===== src/rtl/bcd_time_counter.sv =====
// Parametrised BCD time-of-day counter: FIELDS two-digit BCD fields, up/down on tick,
// validated parallel load, top-field limit, countdown expire and alarm-match pulses.
module bcd_time_counter #(
  parameter int         FIELDS    = 2,
  parameter logic [7:0] TOP_LIMIT = 8'h59,
  parameter logic [7:0] SUB_LIMIT = 8'h59
) (
  input  logic                  clk,
  input  logic                  reset,
  input  logic                  tick,
  input  logic                  run,
  input  logic                  dir,
  input  logic                  stop_at_zero,
  input  logic                  load,
  input  logic [8*FIELDS-1:0]   load_value,
  input  logic [8*FIELDS-1:0]   alarm_time,
  input  logic                  alarm_en,
  output logic [8*FIELDS-1:0]   current_time,
  output logic                  wrap,
  output logic                  expired,
  output logic                  alarm_match,
  output logic                  load_err
);

  localparam int W = 8 * FIELDS;

  logic [W-1:0] up_val;
  logic [W-1:0] down_val;
  logic         up_wrap;
  logic         down_wrap;
  logic         load_ok;
  logic         at_zero;
  logic         carry;
  logic         borrow;
  logic [7:0]   fld;
  logic [7:0]   lim;

  always_comb begin
    up_val   = current_time;
    down_val = current_time;
    carry    = 1'b1;
    borrow   = 1'b1;
    load_ok  = 1'b1;
    fld      = 8'h00;
    lim      = 8'h00;
    at_zero  = (current_time == '0);

    // Up: ripple the carry through fields; a field at its limit rolls to 00.
    for (int i = 0; i < FIELDS; i++) begin
      fld = current_time[8*i +: 8];
      lim = (i == FIELDS - 1) ? TOP_LIMIT : SUB_LIMIT;
      if (carry) begin
        if (fld == lim) begin
          up_val[8*i +: 8] = 8'h00;
        end else begin
          carry = 1'b0;
          if (fld[3:0] == 4'd9) up_val[8*i +: 8] = {fld[7:4] + 4'd1, 4'd0};
          else                  up_val[8*i +: 8] = {fld[7:4], fld[3:0] + 4'd1};
        end
      end
    end

    // Down: ripple the borrow; a field at 00 reloads its limit.
    for (int i = 0; i < FIELDS; i++) begin
      fld = current_time[8*i +: 8];
      lim = (i == FIELDS - 1) ? TOP_LIMIT : SUB_LIMIT;
      if (borrow) begin
        if (fld == 8'h00) begin
          down_val[8*i +: 8] = lim;
        end else begin
          borrow = 1'b0;
          if (fld[3:0] == 4'd0) down_val[8*i +: 8] = {fld[7:4] - 4'd1, 4'd9};
          else                  down_val[8*i +: 8] = {fld[7:4], fld[3:0] - 4'd1};
        end
      end
    end

    // Nibbles are checked first, so a plain byte compare orders BCD correctly.
    for (int i = 0; i < FIELDS; i++) begin
      fld = load_value[8*i +: 8];
      lim = (i == FIELDS - 1) ? TOP_LIMIT : SUB_LIMIT;
      if (fld[3:0] > 4'd9 || fld[7:4] > 4'd9 || fld > lim) load_ok = 1'b0;
    end

    up_wrap   = carry;
    down_wrap = borrow;
  end

  always_ff @(posedge clk) begin
    if (reset) begin
      current_time <= '0;
      wrap         <= 1'b0;
      expired      <= 1'b0;
      alarm_match  <= 1'b0;
      load_err     <= 1'b0;
    end else begin
      wrap        <= 1'b0;
      expired     <= 1'b0;
      alarm_match <= 1'b0;
      load_err    <= 1'b0;
      if (load) begin
        if (load_ok) begin
          current_time <= load_value;
          alarm_match  <= alarm_en && (load_value == alarm_time);
        end else begin
          load_err <= 1'b1;
        end
      end else if (tick && run) begin
        if (!dir) begin
          current_time <= up_val;
          wrap         <= up_wrap;
          alarm_match  <= alarm_en && (up_val == alarm_time);
        end else if (!(stop_at_zero && at_zero)) begin
          current_time <= down_val;
          wrap         <= down_wrap;
          expired      <= stop_at_zero && (down_val == '0);
          alarm_match  <= alarm_en && (down_val == alarm_time);
        end
      end
    end
  end

endmodule

===== config.mk =====
export PLATFORM = sky130hd
export DESIGN_NAME = bcd_time_counter
export DESIGN_NICKNAME = d
export VERILOG_FILES = /design/src/rtl/bcd_time_counter.sv
export SDC_FILE = /design/constraint.sdc
export NUM_CORES = 1
export LEC_CHECK = 0
export BUFFER_PORTS_ARGS = -buffer_cell sky130_fd_sc_hd__buf_2
export CORE_ASPECT_RATIO = 0.8
export CORE_MARGIN = 2
export CORE_UTILIZATION = 43
export CTS_CLUSTER_DIAMETER = 150
export CTS_CLUSTER_SIZE = 16
export DETAILED_ROUTE_END_ITERATION = 6
export MAX_ROUTING_LAYER = met4
export PLACE_DENSITY_LB_ADDON = 0.05
export SETUP_SLACK_MARGIN = 0.1
export SLEW_MARGIN = 40
export SYNTH_ARGS = -nofsm -noshare
export SYNTH_HDL_FRONTEND = slang
export SYNTH_SLANG_ARGS = --single-unit

===== constraint.sdc =====
create_clock -name clk -period 2.45 [get_ports clk]
set_clock_uncertainty 0.15 [all_clocks]
set_input_delay 0.3675 -clock clk [delete_from_list [all_inputs] [get_ports clk]]
set_output_delay 0.3675 -clock clk [all_outputs]
set_load 0.05 [all_outputs]

==> impl_metrics.ini, run 1 <==
[setup_path]
cp_max_fo = 11
critPathLaunchType = flop
rr_endpoint = alarm_match$_SDFF_PP0_
worstSetupStartpoint = current_time[8]$_SDFFE_PP0P_
worstSetupPathType = flop to flop
r2r-start = current_time[8]$_SDFFE_PP0P_
ff2ff_setup_slack_ns = -0.02
critical_path_arrival_ns = 2.51
cp-end-kind = flop
reg2regPathDepth = 9
cp-endpoint = alarm_match$_SDFF_PP0_
required_ns = 2.49

[run]
cap_violations = 0

[power]
ir_drop_uv = 196
pwr_density_cell_nw_per_um2 = 380
p_leak_nw = 1.76
finalPower_w = 0.00170

[routing]
drc_errors = 0
via_count = 4027
firstDrtPassIters = 5
wl_per_cell_um = 21.0
wirelength_mm = 13.6
avgViaCountPerCell = 6.22
drt-initial-drc-count = 445
drtAntennaViolNets = 0

[synthesis]
synth_top_area_cell = dfxtp_1
synthMuxAreaShare = 0.0632
syn_area_per_cell_um2 = 7.09
ys_ff_latch = 20
synthXorXnorAreaFrac = 0.107
syn-cell-area_um2 = 3210
synth_ff_type = dfxtp_1
yosysSeqAreaShare = 0.125
synth_edf_count = 0
synthSimpleGateAreaFrac = 0.320
synth_cell_type_count = 71
synth-adder-area-share = 0.0351
synth_compound_area_frac = 0.276
yosys_warnings = 0
async_flop_share = 0
syn_nets = 501
synth_area_leaders = dfxtp_1 12%, xnor2_1 6.0%, nor2_1 5.2%
synth_top_family_by_area = simple AND/OR/NAND/NOR gates
yosysTopAreaCellShare = 0.125
syn_inst = 452

[timing]
fmax_mhz = 404
slew_headroom = 0.576
setup_slack_ns = -0.0231
finalMaxSlewViolations = 0
setup_violations = 5
finalHoldViolCount = 0
period_share = 1.01
max_slew.worst_pin.slew_ns = 0.627
final.min_clock_period_ns = 2.47
rsz0062_at_grt = yes

[worst_hold_path]
hold_path_depth = 3
hold_path.class = input pin to flop

[global_routing]
gr-usage-met3 = 0.0628
grt_max_degree = 36
antenna_found_initial = 0
grt_pass1_vias = 3661
grt_pass1_wl_mm = 20.5
use_met2 = 0.481
met1_usage = 0.495
globalRouteTotalUtil = 0.342
grt_remaining_overflow = 0
busiest_layer = met1

[cells_and_area]
multi_input_area_um2 = 2830
area_growth_pct = 39.3
layout_common_cells = 76 x buf_4, 59 x buf_2, 41 x nor2_1
layout_commonest_cell = buf_4
diodes = 0
final-seq-area_um2 = 439
final_cells = 647
drive_gt1_frac = 0.424
layout.nets = 607
fillers = 716

[cts]
cts_buffers = 3
cts_max_path_buffers = 2
cts_hold_buf = 0
cts_tree = yes
clk_pin_slew_ns = 0.10
cts_sinks = 20
htree_levels = 1
insertion_delay_ns = 0.29
root_buffer = clkbuf_8

[floorplanning]
num_rows = 28
chipHeight_um = 81.2
num_io_pins = 60
start_util = 0.438
coreArea_um2 = 7320
dieArea_um2 = 8170
die_w_um = 101

[status]
outcome = complete, but fails checks
violations = setup timing

[placed_design]
placed_cells = 631
place_ws_ns = -0.0608
gp_congestion = 1.01
dpl.hpwl_mm = 10.3
io_buffers = 59
[cells in the mapped netlist, drive strengths merged (5+ instances only)]
| cell type | n |
|---|---|
| o21ai | 25 |
| buf | 17 |
| nand2b | 7 |
| xor2 | 17 |
| clkbuf | 25 |
| mux2i | 9 |
| ha | 9 |
| inv | 12 |
| nor2 | 45 |
| a31oi | 6 |
| xnor2 | 22 |
| nand3 | 13 |
| a21oi | 30 |
| nor4 | 7 |
| nand2 | 41 |
| nor3 | 21 |
| o22ai | 5 |
| nor2b | 5 |
| dfxtp | 20 |
| a211oi | 21 |
| o2111ai | 6 |
| nand4 | 12 |
[flip-flops by register name, summed over array words and instances, names as in the netlist]
| name | cells |
|---|---|
| alarm_match | 1 |
| expired | 1 |
| wrap | 1 |
| load_err | 1 |
| current_time | 16 |
[report_power, final]
group	total (W)	switching (W)	internal, W	leakage (nW)
sequential	0.000365	0.0000275	0.000338	0.172
combinational	0.000996	0.000561	0.000435	1.56
clock	0.000335	0.000157	0.000178	0.0339
total	0.00170	0.000746	0.000951	1.76
[layer usage]
metal / vias to the layer above / routed length [um]
met4: 0 / 364
li1: 1890 / -
met2: 219 / 5640
met3: 28 / 1350
met5: - / 0
met1: 1890 / 6220
[cells by family (layout without fill, tap and decap cells)]
kind of cell    count (synthesis)  in the layout
compound gates                127            127
xor+xnor                       39             39
fa+ha+maj                       9              9
buf+inv                        54            159
flops                          20             20
mux                            16             16
simple gates                  187            187
[metrics by stage]
stage	util	TNS, ns	hold slack [ns]	cell area, um^2
finish	0.610	-0.0724	0.266	4470
global route	0.610	-0.902	0.280	4470
CTS	0.585	0	0.236	4290
detailed placement	0.555	-0.143	0.368	4070
global placement	0.555	-0.00364	0.360	4070
floorplan	-	-0.0131	0.398	3340
[how the worst min path moves through the flow]
stage / from / endpoint / slack (ns)
after floorplan: load_value[0] / current_time[0]$_SDFFE_PP0P_ / 0.40
after global placement: current_time[9]$_SDFFE_PP0P_ / current_time[9]$_SDFFE_PP0P_ / 0.36
after detailed placement: current_time[9]$_SDFFE_PP0P_ / current_time[9]$_SDFFE_PP0P_ / 0.37
after CTS: load_value[0] / current_time[0]$_SDFFE_PP0P_ / 0.24
after global routing: load_value[0] / current_time[0]$_SDFFE_PP0P_ / 0.28
final: load_value[1] / current_time[1]$_SDFFE_PP0P_ / 0.27
[critical path, stage by stage (launching register included)]
cell and delay, ns:
dfxtp_4 0.37, buf_4 0.15, buf_4 0.18, ha_1 0.21, and4_1 0.23, a311oi_2 0.31, o2111ai_1 0.20, nor4_2 0.32
nand4_1 0.16, o311ai_2 0.10
[area by class of cell]
class                   instances  share of cell area
inverters                      12              0.0112
well taps                      90              0.0252
clock buffers                   4              0.0148
flip-flops and latches         20              0.0983
multi-input cells             378               0.633
repair buffers                143               0.218
[repair_timing]
item,in CTS,in global routing
setup buffers,8,3
resized for setup,26,28
cloned,1,0
setup endpoints to repair,17,18
pin swaps,8,14
No activity file was read; power rests on OpenSTA's default activity.
==> run 2: changes to the inputs <==
- ABC_AREA: default -> 1
==> impl_metrics.ini, run 2 <==
[status]
outcome = finished clean

[synthesis]
ys_ff_latch = 20
synthTopCellsByCount = 155 x nand2_1, 69 x nand3_1, 60 x inv_1
synth_cell_type_count = 35
yosysMostFrequentCell = nand2_1
synth_ff_type = dfxtp_1
yosysSeqAreaShare = 0.142
syn_nets = 553
synth_top_area_cell = nand2_1
synth_edf_count = 0
synth_area_leaders = nand2_1 21%, dfxtp_1 14%, nand3_1 12%
syn-cell-area_um2 = 2820
async_flop_share = 0
syn_inst = 504
yosys_warnings = 0
syn_area_per_cell_um2 = 5.59
yosysTopAreaCellShare = 0.206

[timing]
fmax_mhz = 442
finalHoldViolCount = 0
setup_slack_ns = 0.189
slew_headroom = 0.743
setup_violations = 0
finalMaxSlewViolations = 0
final.setup.tns_ns = 0
period_share = 0.923
rsz0062_at_grt = no
max_slew.worst_pin.slew_ns = 0.386
final.min_clock_period_ns = 2.26

[routing]
avgViaCountPerCell = 5.70
wirelength_mm = 11.8
via_count = 3911
drtAntennaViolNets = 0
wl_per_cell_um = 17.2
drc_errors = 0
firstDrtPassIters = 5
drt-initial-drc-count = 418

[setup_path]
crit_slowest_cell = dfxtp_4
required_ns = 2.53
critPathLaunchType = flop
reg2regPathDepth = 16
cp-end-kind = flop
r2r-start = current_time[4]$_SDFFE_PP0P_
max_stage_delay_ns = 0.36
ff2ff_setup_slack_ns = 0.19
cp-endpoint = alarm_match$_SDFF_PP0_
rr_endpoint = alarm_match$_SDFF_PP0_
path_common_cell = nand2_1
worstSetupPathType = flop to flop
worstSetupStartpoint = current_time[4]$_SDFFE_PP0P_
critical_path_arrival_ns = 2.34
cp_max_fo = 6
cp_cell_sequence = buf_4, ha_1, nand3_1, inv_1, nand2_4, buf_4, nand3_1, nand2_1, nand2_1, nor2_1, nand2_1, nor2_1, nand3_1, nand2_1, nand2_1, a21oi_2

[cts]
cts_hold_buf = 0
insertion_delay_ns = 0.28
cts_max_path_buffers = 2
cts_tree = yes
cts_sinks = 20
root_buffer = clkbuf_8
clk_pin_slew_ns = 0.10
cts_buffers = 3
htree_levels = 1

[floorplanning]
coreArea_um2 = 6380
start_util = 0.442
num_io_pins = 60
chipHeight_um = 76.4
dieArea_um2 = 7220
num_rows = 26
die_w_um = 94.5

[global_routing]
grt_pass1_wl_mm = 18.0
globalRouteTotalUtil = 0.333
antenna_found_initial = 0
grt_pass1_vias = 3478
grt_max_degree = 21
grt_remaining_overflow = 0

[cells_and_area]
largest_reg_flops = 16
diodes = 0
layout_commonest_cell = nand2_1
area_growth_pct = 27.4
layout_common_cells = 149 x nand2_1, 68 x nand3_1, 59 x buf_2
layout.nets = 652
drive_gt1_frac = 0.251
final_cells = 686
largest_register = current_time

[placed_design]
place_ws_ns = 0.0902
dpl.hpwl_mm = 9.55
io_buffers = 59
placed_cells = 680
gp_congestion = 1.05

[worst_hold_path]
hold_path.class = input pin to flop

[run]
cap_violations = 0

[power]
ir_drop_uv = 203
finalPower_w = 0.00162
p_leak_nw = 1.97
pwr_density_cell_nw_per_um2 = 451
[run 2: cell types whose count changed after synthesis, moves of 11 or more]
| cell | delta |
|---|---|
| nand3_1 | +56 |
| xor2_1 | -11 |
| inv_1 | +48 |
| nor2_1 | -14 |
| clkbuf_1 | -17 |
| xnor2_1 | -20 |
| a211oi_1 | -13 |
| nor3_1 | -14 |
| nand2_1 | +114 |
[run 2: cells by family (layout without fill, tap and decap cells)]
family | Yosys count | after routing | share of synthesized area
AOI/OAI and AO/OA | 89 | 89 | 0.181
xor gates and xnor gates | 8 | 8 | 0.0249
adders and majority gates | 9 | 9 | 0.0399
and+or+nand+nor | 300 | 300 | 0.489
DFF | 20 | 20 | 0.142
buffers and inverters | 78 | 176 | 0.123
[run 2: critical path, delay by kind of cell (launching register included)]
family          cells  cell delay (ns)
flops               1             0.36
compound gates      1             0.11
simple gates       11             1.02
buf+inv             3             0.38
fa+ha+maj           1             0.20
[run 2: power breakdown]
part / leakage (nW) / switching (W) / total, W / internal [W]
registers: 0.166 / 0.0000252 / 0.000370 / 0.000345
clock network: 0.0288 / 0.000142 / 0.000286 / 0.000144
logic: 1.78 / 0.000618 / 0.000965 / 0.000347
total: 1.97 / 0.000785 / 0.00162 / 0.000836
[run 2: stage by stage]
step	hold WS [ns]	utilization	area (um^2)
floorplan	0.378	-	2820
CTS	0.228	0.555	3540
global placement	0.412	0.546	3480
global route	0.247	0.563	3590
detailed placement	0.430	0.546	3480
finish	0.223	0.563	3590
[run 2: per-layer routing]
layer  vias up  part of all wire  GRT usage
li1       1894                 -          -
met1      1758              0.46      0.497
met2       245              0.41      0.461
met4         0             0.013     0.0754
met5         -                 0          -
met3        14              0.12     0.0574
[run 2: how the worst min path moves through the flow]
stage                     slack (ns)  cells after the start                      endpoint                         start
after floorplan                 0.38                      2  current_time[0]$_SDFFE_PP0P_                 load_value[0]
after global placement          0.41                      2  current_time[5]$_SDFFE_PP0P_  current_time[5]$_SDFFE_PP0P_
after detailed placement        0.43                      2  current_time[4]$_SDFFE_PP0P_  current_time[4]$_SDFFE_PP0P_
after CTS                       0.23                      3  current_time[0]$_SDFFE_PP0P_                 load_value[0]
after global routing            0.25                      3  current_time[0]$_SDFFE_PP0P_                 load_value[0]
final                           0.22                      3  current_time[0]$_SDFFE_PP0P_                 load_value[0]
[run 2: final cells by class]
cell class                      count  area (um^2)
Fill cell                         693         2780
Multi-Input combinational cell    406         2110
Timing Repair Buffer              110          682
Sequential cell                    20          409
Inverter                           62          233
Tap cell                           84          105
Clock buffer                        4         55.1
[run 2: repair_timing]
item,4_1_cts,5_1_grt
buffers inserted,0,2
cloned,0,0
setup endpoints to repair,1,5
pin swaps,0,3
gates resized for setup,1,19
==> run 3: changes to the inputs <==
- clock period: 2.45 -> 1.9 ns (I/O delays scaled with it)
==> impl_metrics.ini, run 3 (synthesis gave the netlist of run 2 again) <==
[timing]
slew_headroom = 0.699
period_share = 1.21
finalHoldViolCount = 0
final.setup.tns_ns = -5.20
setup_slack_ns = -0.392
rsz0062_at_grt = yes
final.min_clock_period_ns = 2.29
setup_violations = 18
max_slew.worst_pin.slew_ns = 0.449
finalMaxSlewViolations = 0
fmax_mhz = 436

[cts]
cts_buffers = 3
cts_sinks = 20
root_buffer = clkbuf_8
htree_levels = 1
insertion_delay_ns = 0.28
cts_tree = yes
clk_pin_slew_ns = 0.09
cts_max_path_buffers = 2
cts_hold_buf = 0

[cells_and_area]
final_cells = 769
largest_reg_flops = 16
final_core_util = 0.696
layout.nets = 735
layout_commonest_cell = nand2_1
drive_gt1_frac = 0.394
layout_common_cells = 145 x nand2_1, 127 x buf_4, 63 x nand3_1
diodes = 0
area_growth_pct = 57.4
postLayoutCellArea_um2 = 4440
largest_register = current_time

[setup_path]
worstSetupStartpoint = current_time[4]$_SDFFE_PP0P_
reg2regPathDepth = 14
r2r-start = current_time[4]$_SDFFE_PP0P_
rr_endpoint = current_time[9]$_SDFFE_PP0P_
worstSetupPathType = flop to flop
critPathLaunchType = flop
cp-end-kind = flop
cp_max_fo = 8
critical_path_arrival_ns = 2.32
ff2ff_setup_slack_ns = -0.39
required_ns = 1.93

[global_routing]
met1_usage = 0.495
gr-usage-met3 = 0.0920
use_met2 = 0.545
grt_max_degree = 21
grt_pass1_vias = 4112
antenna_found_initial = 0
busiest_layer = met2
grt_remaining_overflow = 0
globalRouteTotalUtil = 0.368
grt_pass1_wl_mm = 20.1

[placed_design]
place_area_um2 = 4080
io_buffers = 59
dpl.hpwl_mm = 10.1
gp_congestion = 1.02
placed_cells = 745

[floorplanning]
num_io_pins = 60
start_util = 0.442
num_rows = 26
dieArea_um2 = 7220
die_w_um = 94.5
coreArea_um2 = 6380
chipHeight_um = 76.4

[status]
outcome = complete, but fails checks
violations = setup timing

[routing]
wl_per_cell_um = 17.0
avgViaCountPerCell = 5.60
drt-initial-drc-count = 388
drc_errors = 0
wirelength_mm = 13.1
via_count = 4307
drtAntennaViolNets = 0
firstDrtPassIters = 7

[worst_hold_path]
hold_path.class = input pin to flop
hold_path_depth = 3
min_to = current_time[0]$_SDFFE_PP0P_
hp-start = load_value[0]

[run]
cap_violations = 0

[power]
pwr_density_cell_nw_per_um2 = 540
p_leak_nw = 2.41
ir_drop_uv = 276
[run 3: cell count changes in the layout (fill, tap and decap cells not counted), sizes merged]
cell,before,now
buf,110,193
[run 3: layout make-up]
| cell class | instances | area (um^2) |
|---|---|---|
| multi-input cells | 406 | 2250 |
| fillers | 595 | 1940 |
| repair buffers | 193 | 1350 |
| flip-flops and latches | 20 | 444 |
| inverters | 62 | 240 |
| well taps | 84 | 105 |
| clock buffers | 4 | 45.0 |
[run 3: worst max-delay path: stages, from the launching register on]
cell,delay (ns)
dfxtp_4,0.37
inv_4,0.06
ha_4,0.14
nand3_4,0.09
buf_12,0.14
nor2_8,0.20
buf_4,0.15
buf_4,0.11
nand4_1,0.11
nand2_2,0.17
buf_12,0.15
buf_12,0.11
a21oi_1,0.06
o21ai_1,0.11
inv_1,0.05
[run 3: what timing repair did]
action | in CTS | in global routing
resized for setup | 25 | 29
setup endpoints to repair | 18 | 19
pin swaps | 10 | 16
buffers inserted | 10 | 10
hold endpoints to repair | 0 | 0
[run 3: report_power, final]
group          internal [W]  switching, W  total, W
sequential         0.000442     0.0000205  0.000462
clock              0.000150      0.000177  0.000327
combinational      0.000687      0.000920   0.00161
[run 3: worst max path at each step]
stage / endpoint / slack, ns
floorplan: alarm_match$_SDFF_PP0_ / -0.07
global placement: alarm_match$_SDFF_PP0_ / -0.42
detailed placement: alarm_match$_SDFF_PP0_ / -0.37
CTS: alarm_match$_SDFF_PP0_ / -0.31
global route: alarm_match$_SDFF_PP0_ / -0.48
finish: current_time[9]$_SDFFE_PP0P_ / -0.39
[run 3: routing by layer]
layer  vias up  routed length (um)
met4         0                 352
met1      1928                5610
li1       2069                   -
met2       269                5670
met5         -                   0
met3        41                1440
[run 3: stage by stage]
stage	total power, W	hold slack (ns)	setup WS (ns)
after floorplan	0.00126	0.285	-0.0682
after global placement	0.00187	0.431	-0.423
after detailed placement	0.00187	0.435	-0.374
after CTS	0.00229	0.153	-0.306
after global routing	0.00254	0.180	-0.480
final	0.00240	0.148	-0.392
